**config.mk**
```make
export PLATFORM = sky130hd
export DESIGN_NAME = axis_output_serializer
export DESIGN_NICKNAME = d
export VERILOG_FILES = /design/src/rtl/axis_output_serializer_pkg.sv /design/src/rtl/axis_output_serializer.sv
export SDC_FILE = /design/constraint.sdc
export NUM_CORES = 1
export LEC_CHECK = 0
export CELL_PAD_IN_SITES_DETAIL_PLACEMENT = 1
export CELL_PAD_IN_SITES_GLOBAL_PLACEMENT = 2
export CORE_AREA = 2 2 265 267
export DETAILED_ROUTE_END_ITERATION = 8
export DIE_AREA = 0 0 267 269
export PLACE_DENSITY_LB_ADDON = 0.1
export SYNTH_ARGS = -nofsm -noshare
export SYNTH_HDL_FRONTEND = slang
export SYNTH_SLANG_ARGS = --single-unit
```
**constraint.sdc**
```tcl
create_clock -name aclk -period 46.2 [get_ports aclk]
set_clock_uncertainty 0.2 [all_clocks]
set_input_delay 13.86 -clock aclk [delete_from_list [all_inputs] [get_ports aclk]]
set_output_delay 13.86 -clock aclk [all_outputs]
set_load 0.03 [all_outputs]
```
**src/rtl/axis_output_serializer_pkg.sv**
```systemverilog
// axis_output_serializer_pkg: default geometry and helpers for the output serializer
package axis_output_serializer_pkg;
  localparam int WORD_WIDTH_ACC_DEF = 32;
  localparam int S_WORDS_DEF = 16;
  localparam int M_WORDS_DEF = 4;
  localparam int TUSER_WIDTH_DEF = 8;
  localparam int I_IS_CONFIG_DEF = 0;
  function automatic bit is_pow2(input int v);
    return v > 0 && (v & (v - 1)) == 0;
  endfunction
endpackage

```
**src/rtl/axis_output_serializer.sv**
```systemverilog
// axis_output_serializer: splits wide result beats into BEATS narrow AXI-stream words
// Define OUT_DROP_CONFIG_EN to swallow beats flagged by s_axis_tuser[I_IS_CONFIG].
module axis_output_serializer
  import axis_output_serializer_pkg::*;
#(
  parameter int WORD_WIDTH_ACC = WORD_WIDTH_ACC_DEF,
  parameter int S_WORDS = S_WORDS_DEF,
  parameter int M_WORDS = M_WORDS_DEF,
  parameter int TUSER_WIDTH = TUSER_WIDTH_DEF,
  parameter int I_IS_CONFIG = I_IS_CONFIG_DEF
) (
  input  logic aclk,
  input  logic aresetn,
  output logic s_axis_tready,
  input  logic s_axis_tvalid,
  input  logic s_axis_tlast,
  input  logic [TUSER_WIDTH-1:0] s_axis_tuser,
  input  logic [WORD_WIDTH_ACC*S_WORDS-1:0] s_axis_tdata,
  input  logic m_axis_tready,
  output logic m_axis_tvalid,
  output logic m_axis_tlast,
  output logic [WORD_WIDTH_ACC*M_WORDS-1:0] m_axis_tdata,
  output logic [WORD_WIDTH_ACC*M_WORDS/8-1:0] m_axis_tkeep
);
  localparam int BEATS = S_WORDS / M_WORDS;
  localparam int CW = BEATS > 1 ? $clog2(BEATS) : 1;
  localparam int SW = WORD_WIDTH_ACC * M_WORDS;
  if (!is_pow2(BEATS) || BEATS < 2 || S_WORDS % M_WORDS != 0) begin : g_bad_geometry
    $error("axis_output_serializer: S_WORDS/M_WORDS must be a power of 2 >= 2");
  end
  logic full, last_r, last_slice, load;
  logic [CW-1:0] cnt;
  logic [WORD_WIDTH_ACC*S_WORDS-1:0] buf_q;
  logic unused_tuser;
  assign unused_tuser = ^s_axis_tuser;
  assign last_slice = cnt == CW'(BEATS - 1);
  assign s_axis_tready = aresetn && (!full || (m_axis_tready && last_slice));
`ifdef OUT_DROP_CONFIG_EN
  assign load = s_axis_tvalid && s_axis_tready && !s_axis_tuser[I_IS_CONFIG];
`else
  assign load = s_axis_tvalid && s_axis_tready;
`endif
  assign m_axis_tvalid = full;
  assign m_axis_tlast = last_r && last_slice;
  assign m_axis_tdata = buf_q[int'(cnt) * SW +: SW];
  assign m_axis_tkeep = '1;
  // a load on the final slice overrides the drain, giving bubble-free back-to-back beats
  always_ff @(posedge aclk) begin
    if (!aresetn) begin
      full <= 1'b0;
      last_r <= 1'b0;
      cnt <= '0;
    end else if (load) begin
      buf_q <= s_axis_tdata;
      last_r <= s_axis_tlast;
      cnt <= '0;
      full <= 1'b1;
    end else if (full && m_axis_tready) begin
      cnt <= last_slice ? '0 : cnt + 1'b1;
      full <= !last_slice;
    end
  end
endmodule

```
==> results of run 1 <==
==> path summary, 6_finish.rpt <==
check | end | slack (ns) | cells past startpoint
worst max-delay path | s_axis_tready | 16.60 | 4
worst max register to register | buf_q[177] | 39.99 | 7
worst min register to register | last_r | 0.27 | 2
worst min-delay path | last_r | 0.27 | 2
==> kinds of logic (layout without fill, tap and decap cells) <==
family / count (synthesis) / after routing / synth area share
AO/OA/AOI/OAI: 4 / 4 / 0.00139
adder cells (fa/ha/maj): 1 / 1 / 0.000662
buffers and inverters: 46 / 759 / 0.0228
flip-flops: 516 / 516 / 0.818
multiplexers: 130 / 130 / 0.154
other: 1 / 27 / 0.000199
AND/OR/NAND/NOR: 10 / 10 / 0.00298
==> worst max-delay path: cells and delay by family <==
| family | cells | cell delay [ns] |
|---|---|---|
| AND/OR/NAND/NOR | 1 | 0.10 |
| buffers and inverters | 2 | 1.10 |
| AO/OA/AOI/OAI | 1 | 0.47 |
==> routing by layer <==
metal  vias to the layer above  part of all wire  GRT usage
met3                       109              0.10     0.0692
met2                       391              0.53      0.274
met1                      5146              0.33      0.154
met5                         -            0.0033          0
met4                        30             0.024     0.0471
li1                       4424                 -          -
==> placed cells by master, fill, tap and decap left out, drive strengths merged, types with 2 or more instances in the layout <==
cell,instances
clkdlybuf4s50,647
edfxtp,512
mux4,128
clkbuf,78
clkinv,19
conb,16
diode,11
buf,10
dfxtp,4
nand2,3
nor2b,2
mux2i,2
bufinv,2
inv,2
==> sequential cells by signal, summed over array words and instances, names as in the netlist <==
name and cells:
buf_q 512, m_axis_tvalid 1, last_r 1, cnt 2
==> cell type report <==
cell class                 instances  area (µm²)
timing repair buffer             657        6560
clock buffer                      78        1550
sequential                       516       15500
antenna                           11        27.5
tap                              940        1180
fill                            6645       41300
inverter                           1        3.75
multi-input combinational        161        3070
clock inverter                    23         158
==> power by group <==
| part | internal [W] | switching, W |
|---|---|---|
| combinational | 0.0000668 | 0.0000496 |
| clock | 0.000243 | 0.000180 |
| sequential | 0.000537 | 0.00000479 |
| total | 0.000847 | 0.000235 |
==> stage by stage <==
step                      instance area (µm²)  power [W]
after floorplan                         18900   0.000617
after global placement                  26300   0.000668
after detailed placement                26300   0.000670
after CTS                               28000    0.00110
after global routing                    28000    0.00112
final                                   28000    0.00108
==> results.cfg, run 1 <==
[synth]
synth_area_leaders = edfxtp_1, mux4_2, buf_12
yosysSeqAreaShare = 0.818
synth.most_common_cell = edfxtp_1
ys_ff_latch = 516
yosysUniqueCellTypes = 24
syn_inst = 708
yosys_warnings = 0
yosys_most_used_dff = edfxtp_1
synth_largest_area_cell = edfxtp_1
yosys.area.top_type_share = 0.814
syn_area_mm2 = 0.0189
synth_edf_count = 512
synthTopCellsByCount = edfxtp_1, mux4_2, buf_4
syn_avg_cell_area_um2 = 26.7
async_flop_share = 0

[die]
initial_core_util = 0.273
num_io_pins = 672
core_area_mm2 = 0.0693
row_count = 97
die_w_um = 267
dieArea_mm2 = 0.0718
dieHeight_um = 269

[routing]
dr.pass1.iters = 4
avgViaCountPerCell = 4.23
wl_um = 56100
vias = 10100
ant_nets = 0
drt_iter0_drc = 605
drc = 0
wire_per_inst_um = 23.5

[sta]
hold_violations = 0
period_share = 0.641
slew_violations = 0
fin_setup_tns_ns = 0
final-setup-viol-count = 0
grt_setup_unrepaired = false
min_period_ns = 29.60
whs_ns = 0.265
fmax_ghz = 0.0338
timing.final.ws_setup_ns = 16.60
worst_slew_pin_slew_ns = 1.30
slew_headroom = 0.132

[power_and_ir_drop]
peakVddDrop_v = 0.0000255
p_leak_nw = 8.97
power.density_mw_per_mm2 = 38.6

[clock_tree]
cts_setup_buffers = 0
ctsResizeCount = 0
clk_pin_slew_ns = 0.05
htreeDepth = 2
cts_hold_buf = 0
cts_made_buffers = 59
root_buffer = clkbuf_16
clk_latency_ns = 0.60
clock_sinks = 516
cts_tree = built
cts_max_path_buffers = 3

[worst_setup_path]
worst_ep_required_time_ns = 32.14
start_kind = input port
slowest_stage = clkdlybuf4s50_1
worstSetupStartpoint = m_axis_tready
crit_chain = clkdlybuf4s50_1, a21boi_0, nor2b_1, clkdlybuf4s50_1
r2r-start = cnt[0]
crit_path_max_fanout = 4
end_kind = primary output
worstPathArrival_ns = 15.54
cp_slowest_stage_delay_ns = 0.65
cpMostUsedCell = clkdlybuf4s50_1
crit_type = input port to primary output

[cells_and_area]
stdcell_count = 2387
fin_nets = 1922
final_core_util = 0.404
drive_above_1_share = 0.148
areaGrowthSynthToFinish_pct = 48.3

[global_routing]
grt_usage = 0.151
grt_pass1_vias = 11300
grt_max_degree = 192
antenna_found_initial = 23
grt-ovfl-total = 0
grt_pass1_wl_um = 76900

[place]
gp_congestion = 0.742
io_buffers = 647
dpl_worst_slack_ns = 16.62
dp_hpwl_um = 41200
place_inst = 2275

[min_path]
hold_class = flop to flop
holdCritStartpoint = last_r

[flow_run]
cap_violations = 0

[status]
status = complete, no violations
Note: power is estimated with default switching activity, not from simulation.
==> run 2: changes to the inputs <==
--- a/config.mk
+++ b/config.mk
@@ -7,9 +7,9 @@
 export LEC_CHECK = 0
 export CELL_PAD_IN_SITES_DETAIL_PLACEMENT = 1
 export CELL_PAD_IN_SITES_GLOBAL_PLACEMENT = 2
-export CORE_AREA = 2 2 265 267
+export CORE_AREA = 2 2 262 264
 export DETAILED_ROUTE_END_ITERATION = 8
-export DIE_AREA = 0 0 267 269
+export DIE_AREA = 0 0 264 266
 export PLACE_DENSITY_LB_ADDON = 0.1
 export SYNTH_ARGS = -nofsm -noshare
 export SYNTH_HDL_FRONTEND = slang
==> constraint.sdc (replaced) <==
create_clock -name aclk -period 24.4 [get_ports aclk]
set_clock_uncertainty 0.2 [all_clocks]
set_input_delay 7.32 -clock aclk [delete_from_list [all_inputs] [get_ports aclk]]
set_output_delay 7.32 -clock aclk [all_outputs]
set_load 0.03 [all_outputs]
==> results.cfg, run 2 (same netlist as run 1, synthesis figures left out) <==
[status]
status = complete, no violations

[cells_and_area]
final-seq-area_mm2 = 0.0155
largestRegisters = buf_q: 512 flops, cnt: 2 flops
layout_commonest_cell = clkdlybuf4s50_1
multi_input_area_mm2 = 0.00307
regMostFlops = buf_q
areaGrowthSynthToFinish_pct = 48.7
fin_nets = 1924
fillers = 6474
layout_common_cells = clkdlybuf4s50_1, edfxtp_1, mux4_2, clkbuf_16, clkbuf_1
largest_register_ffs = 512
drive_above_1_share = 0.153
design_area_mm2 = 0.0281

[sta]
slew_violations = 0
grt_setup_unrepaired = false
fin_setup_tns_ns = 0
final-setup-viol-count = 0
fmax_ghz = 0.0607
worst_slew_pin_slew_ns = 1.06
hold_violations = 0
slew_headroom = 0.295
timing.final.ws_setup_ns = 7.92
min_period_ns = 16.48
period_share = 0.675

[min_path]
holdCritStartpoint = last_r
hold_class = flop to flop
worstHoldEndpoint = last_r
hold_path_depth = 2

[place]
io_buffers = 647
dpl_worst_slack_ns = 7.89
dp_hpwl_um = 41600
post_dp_cell_area_mm2 = 0.0262
gp_congestion = 0.766

[clock_tree]
cts_made_buffers = 60
cts_max_path_buffers = 3
cts_hold_buf = 0
cts_setup_buffers = 0
clk_pin_slew_ns = 0.06
clock_sinks = 516
htreeDepth = 2
cts_tree = built
root_buffer = clkbuf_16
clk_latency_ns = 0.61
ctsResizeCount = 0

[worst_setup_path]
end_kind = primary output
worst_ep_required_time_ns = 16.88
worstPathArrival_ns = 8.96
start_kind = input port
reg2regPathDepth = 7
crit_path_max_fanout = 4
cp_slowest_stage_delay_ns = 0.64
crit_chain = clkdlybuf4s50_1, a21boi_0, nor2b_1, clkdlybuf4s50_1
r2r-start = cnt[0]
critPathTopFamily = buffers and inverters
cpMostUsedCell = clkdlybuf4s50_1
r2r_setup_slack_ns = 19.20
crit_type = input port to primary output
worst-path-buf-inv = 2
slowest_stage = clkdlybuf4s50_1
r2r-end = buf_q[73]

[routing]
wire_per_inst_um = 24.2
drc = 0
drt_iter0_drc = 627
ant_nets = 0
wl_um = 56700
vias = 10100
avgViaCountPerCell = 4.31
dr.pass1.iters = 6

[die]
die_w_um = 264
dieHeight_um = 266
num_io_pins = 672
core_area_mm2 = 0.0677
row_count = 96
dieArea_mm2 = 0.0702
initial_core_util = 0.279

[global_routing]
grt-ovfl-total = 0
grt_max_degree = 169
grt_pass1_vias = 11300
antenna_found_initial = 28
grt_usage = 0.158
grt_pass1_wl_um = 79300

[power_and_ir_drop]
peakVddDrop_v = 0.0000670
p_leak_nw = 9.05
power.density_mw_per_mm2 = 74.5

[flow_run]
cap_violations = 0
## run 2: changes by cell type in the layout (fill, tap and decap cells not counted), sizes merged
cell / change
clkinv: +10
diode: +2
buf: +1
bufinv: +1
clkbuf: +1
clkinvlp: -1
inv: -1
## run 2: worst max-delay path by stage
stage          cells after the start  slack [ns]          start            end
3_5_place_dp                       4        7.89  m_axis_tready  s_axis_tready
6_report                           4        7.92  m_axis_tready  s_axis_tready
3_3_place_gp                       4        7.91  m_axis_tready  s_axis_tready
4_1_cts                            4        7.87  m_axis_tready  s_axis_tready
5_1_grt                            4        7.80  m_axis_tready  s_axis_tready
2_1_floorplan                      3        2.67  m_axis_tready         last_r
## run 2: cell type report
| type | count | area share |
|---|---|---|
| antenna | 13 | 0.00116 |
| clock buffer | 79 | 0.0575 |
| clock inverter | 32 | 0.00837 |
| inverter | 1 | 0.000134 |
| multi-input combinational | 161 | 0.109 |
| sequential | 516 | 0.550 |
| tap | 882 | 0.0393 |
| timing repair buffer | 658 | 0.234 |
## run 2: layer usage
layer | track usage | share of wire | up-vias
li1 | - | - | 4435
met4 | 0.0514 | 0.022 | 30
met2 | 0.282 | 0.53 | 399
met3 | 0.0811 | 0.11 | 98
met5 | 0 | 0.0033 | -
met1 | 0.158 | 0.33 | 5126
## run 2: worst register-to-register path, delay by kind of cell (launching register included)
family	cells	cell delay (ns)
buf+inv	4	3.23
fa+ha+maj	1	0.38
simple gates	1	0.19
compound gates	1	0.20
flops	1	0.54
## run 2: through the flow
stage	cells	utilization	power [W]	hold slack [ns]
floorplan	723	-	0.00115	0.230
finish	2342	0.415	0.00209	0.260
detailed placement	2218	0.387	0.00127	0.258
CTS	2329	0.414	0.00213	0.266
global placement	2218	0.387	0.00126	0.246
global route	2335	0.414	0.00218	0.296
## run 2: report_power, final
part	total, W	switching (W)	leakage, nW	internal, W
combinational	0.000221	0.0000942	3.37	0.000127
sequential	0.00103	0.00000920	4.77	0.00102
clock	0.000847	0.000354	0.908	0.000494
==> run 3: changes to the inputs <==
==> constraint.sdc (replaced) <==
create_clock -name aclk -period 14.4 [get_ports aclk]
set_clock_uncertainty 0.2 [all_clocks]
set_input_delay 4.32 -clock aclk [delete_from_list [all_inputs] [get_ports aclk]]
set_output_delay 4.32 -clock aclk [all_outputs]
set_load 0.03 [all_outputs]
==> results.cfg, run 3 (same netlist as run 1, synthesis figures left out) <==
[routing]
wl_um = 57100
wire_per_inst_um = 24.5
drt_iter0_drc = 540
dr.pass1.iters = 4
drc = 0
avgViaCountPerCell = 4.32
ant_nets = 0
vias = 10100

[sta]
worst_slew_pin_slew_ns = 1.21
fmax_ghz = 0.0945
grt_setup_unrepaired = false
final-setup-viol-count = 0
slew_headroom = 0.196
min_period_ns = 10.59
hold_violations = 0
period_share = 0.735
fin_setup_tns_ns = 0
slew_violations = 0

[clock_tree]
cts_hold_buf = 0
root_buffer = clkbuf_16
clock_sinks = 516
ctsResizeCount = 0
clk_pin_slew_ns = 0.06
htreeDepth = 2
cts_made_buffers = 58
cts_tree = built
cts_setup_buffers = 0
cts_max_path_buffers = 3
clk_latency_ns = 0.60

[die]
row_count = 96
initial_core_util = 0.279
dieArea_mm2 = 0.0702
die_w_um = 264
dieHeight_um = 266
num_io_pins = 672
core_area_mm2 = 0.0677

[cells_and_area]
final_core_util = 0.412
largestRegisters = buf_q: 512 flops, cnt: 2 flops
drive_above_1_share = 0.145
layout_commonest_cell = clkdlybuf4s50_1
layout_common_cells = clkdlybuf4s50_1, edfxtp_1, mux4_2, clkbuf_16
design_area_mm2 = 0.0279
fillers = 6487
fin_nets = 1922
largest_register_ffs = 512
areaGrowthSynthToFinish_pct = 47.7
regMostFlops = buf_q

[power_and_ir_drop]
p_leak_nw = 8.95
power.density_mw_per_mm2 = 124
power_w = 0.00345
peakVddDrop_v = 0.0000792

[worst_setup_path]
start_kind = input port
crit_path_max_fanout = 4
worst_ep_required_time_ns = 9.88
reg2regPathDepth = 7
crit_type = input port to primary output
end_kind = primary output
worstPathArrival_ns = 6.07

[global_routing]
antenna_found_initial = 28
grt_pass1_wl_um = 79700
grt_max_degree = 165
grt_pass1_vias = 11200
grt_usage = 0.159
grt-ovfl-total = 0

[place]
post_dp_cell_area_mm2 = 0.0262
gp_congestion = 0.741
dp_hpwl_um = 42000
io_buffers = 647

[flow_run]
cap_violations = 0

[min_path]
hold_path_depth = 2
hold_class = flop to flop

[status]
status = complete, no violations
## run 3: cell types whose count changed in the layout (fill, tap and decap cells not counted), moves of 2 or more
cell,change
clkinv_2,-6
clkinv_4,-2
bufinv_16,-2
clkbuf_16,-3
## run 3: critical path, stage by stage
cell and delay [ns]:
clkdlybuf4s50_1 0.45, a21boi_0 0.49, nor2b_1 0.10, clkdlybuf4s50_1 0.70
## run 3: area by class of cell
class                           instances  area (µm²)  share of cell area
Antenna cell                           12        30.0             0.00108
Multi-Input combinational cell        161        3070               0.110
Clock inverter                         23         124             0.00444
Sequential cell                       516       15500               0.554
Inverter                                1        3.75            0.000135
Clock buffer                           75        1540              0.0551
Timing Repair Buffer                  658        6570               0.236
Tap cell                              882        1100              0.0396
## run 3: layer usage
layer  vias to the layer above  wire, µm  global-route usage
met4                        32      1240              0.0527
li1                       4419         -                   -
met2                       383     30800               0.289
met3                       106      5510              0.0684
met5                         -       195                   0
met1                      5121     19400               0.163
## run 3: where the power goes
| group | leakage [nW] | internal [W] | switching (W) |
|---|---|---|---|
| Clock | 0.809 | 0.000757 | 0.000577 |
| Sequential | 4.77 | 0.00172 | 0.0000159 |
| Combinational | 3.37 | 0.000214 | 0.000160 |
| Total | 8.95 | 0.00269 | 0.000753 |
## run 3: path summary, 6_finish.rpt
kind                      start            end  slack [ns]
setup / recovery  m_axis_tready  s_axis_tready        3.81
hold / removal           last_r         last_r        0.26
hold reg to reg          last_r         last_r        0.26
setup reg to reg         cnt[0]     buf_q[104]        9.29
## run 3: per-stage QoR
step	hold WS (ns)	setup WS, ns	instances
after global placement	0.242	3.84	2218
after CTS	0.269	3.82	2316
final	0.264	3.81	2328
after detailed placement	0.259	3.83	2218
after floorplan	0.230	1.52	723
after global routing	0.280	3.76	2325
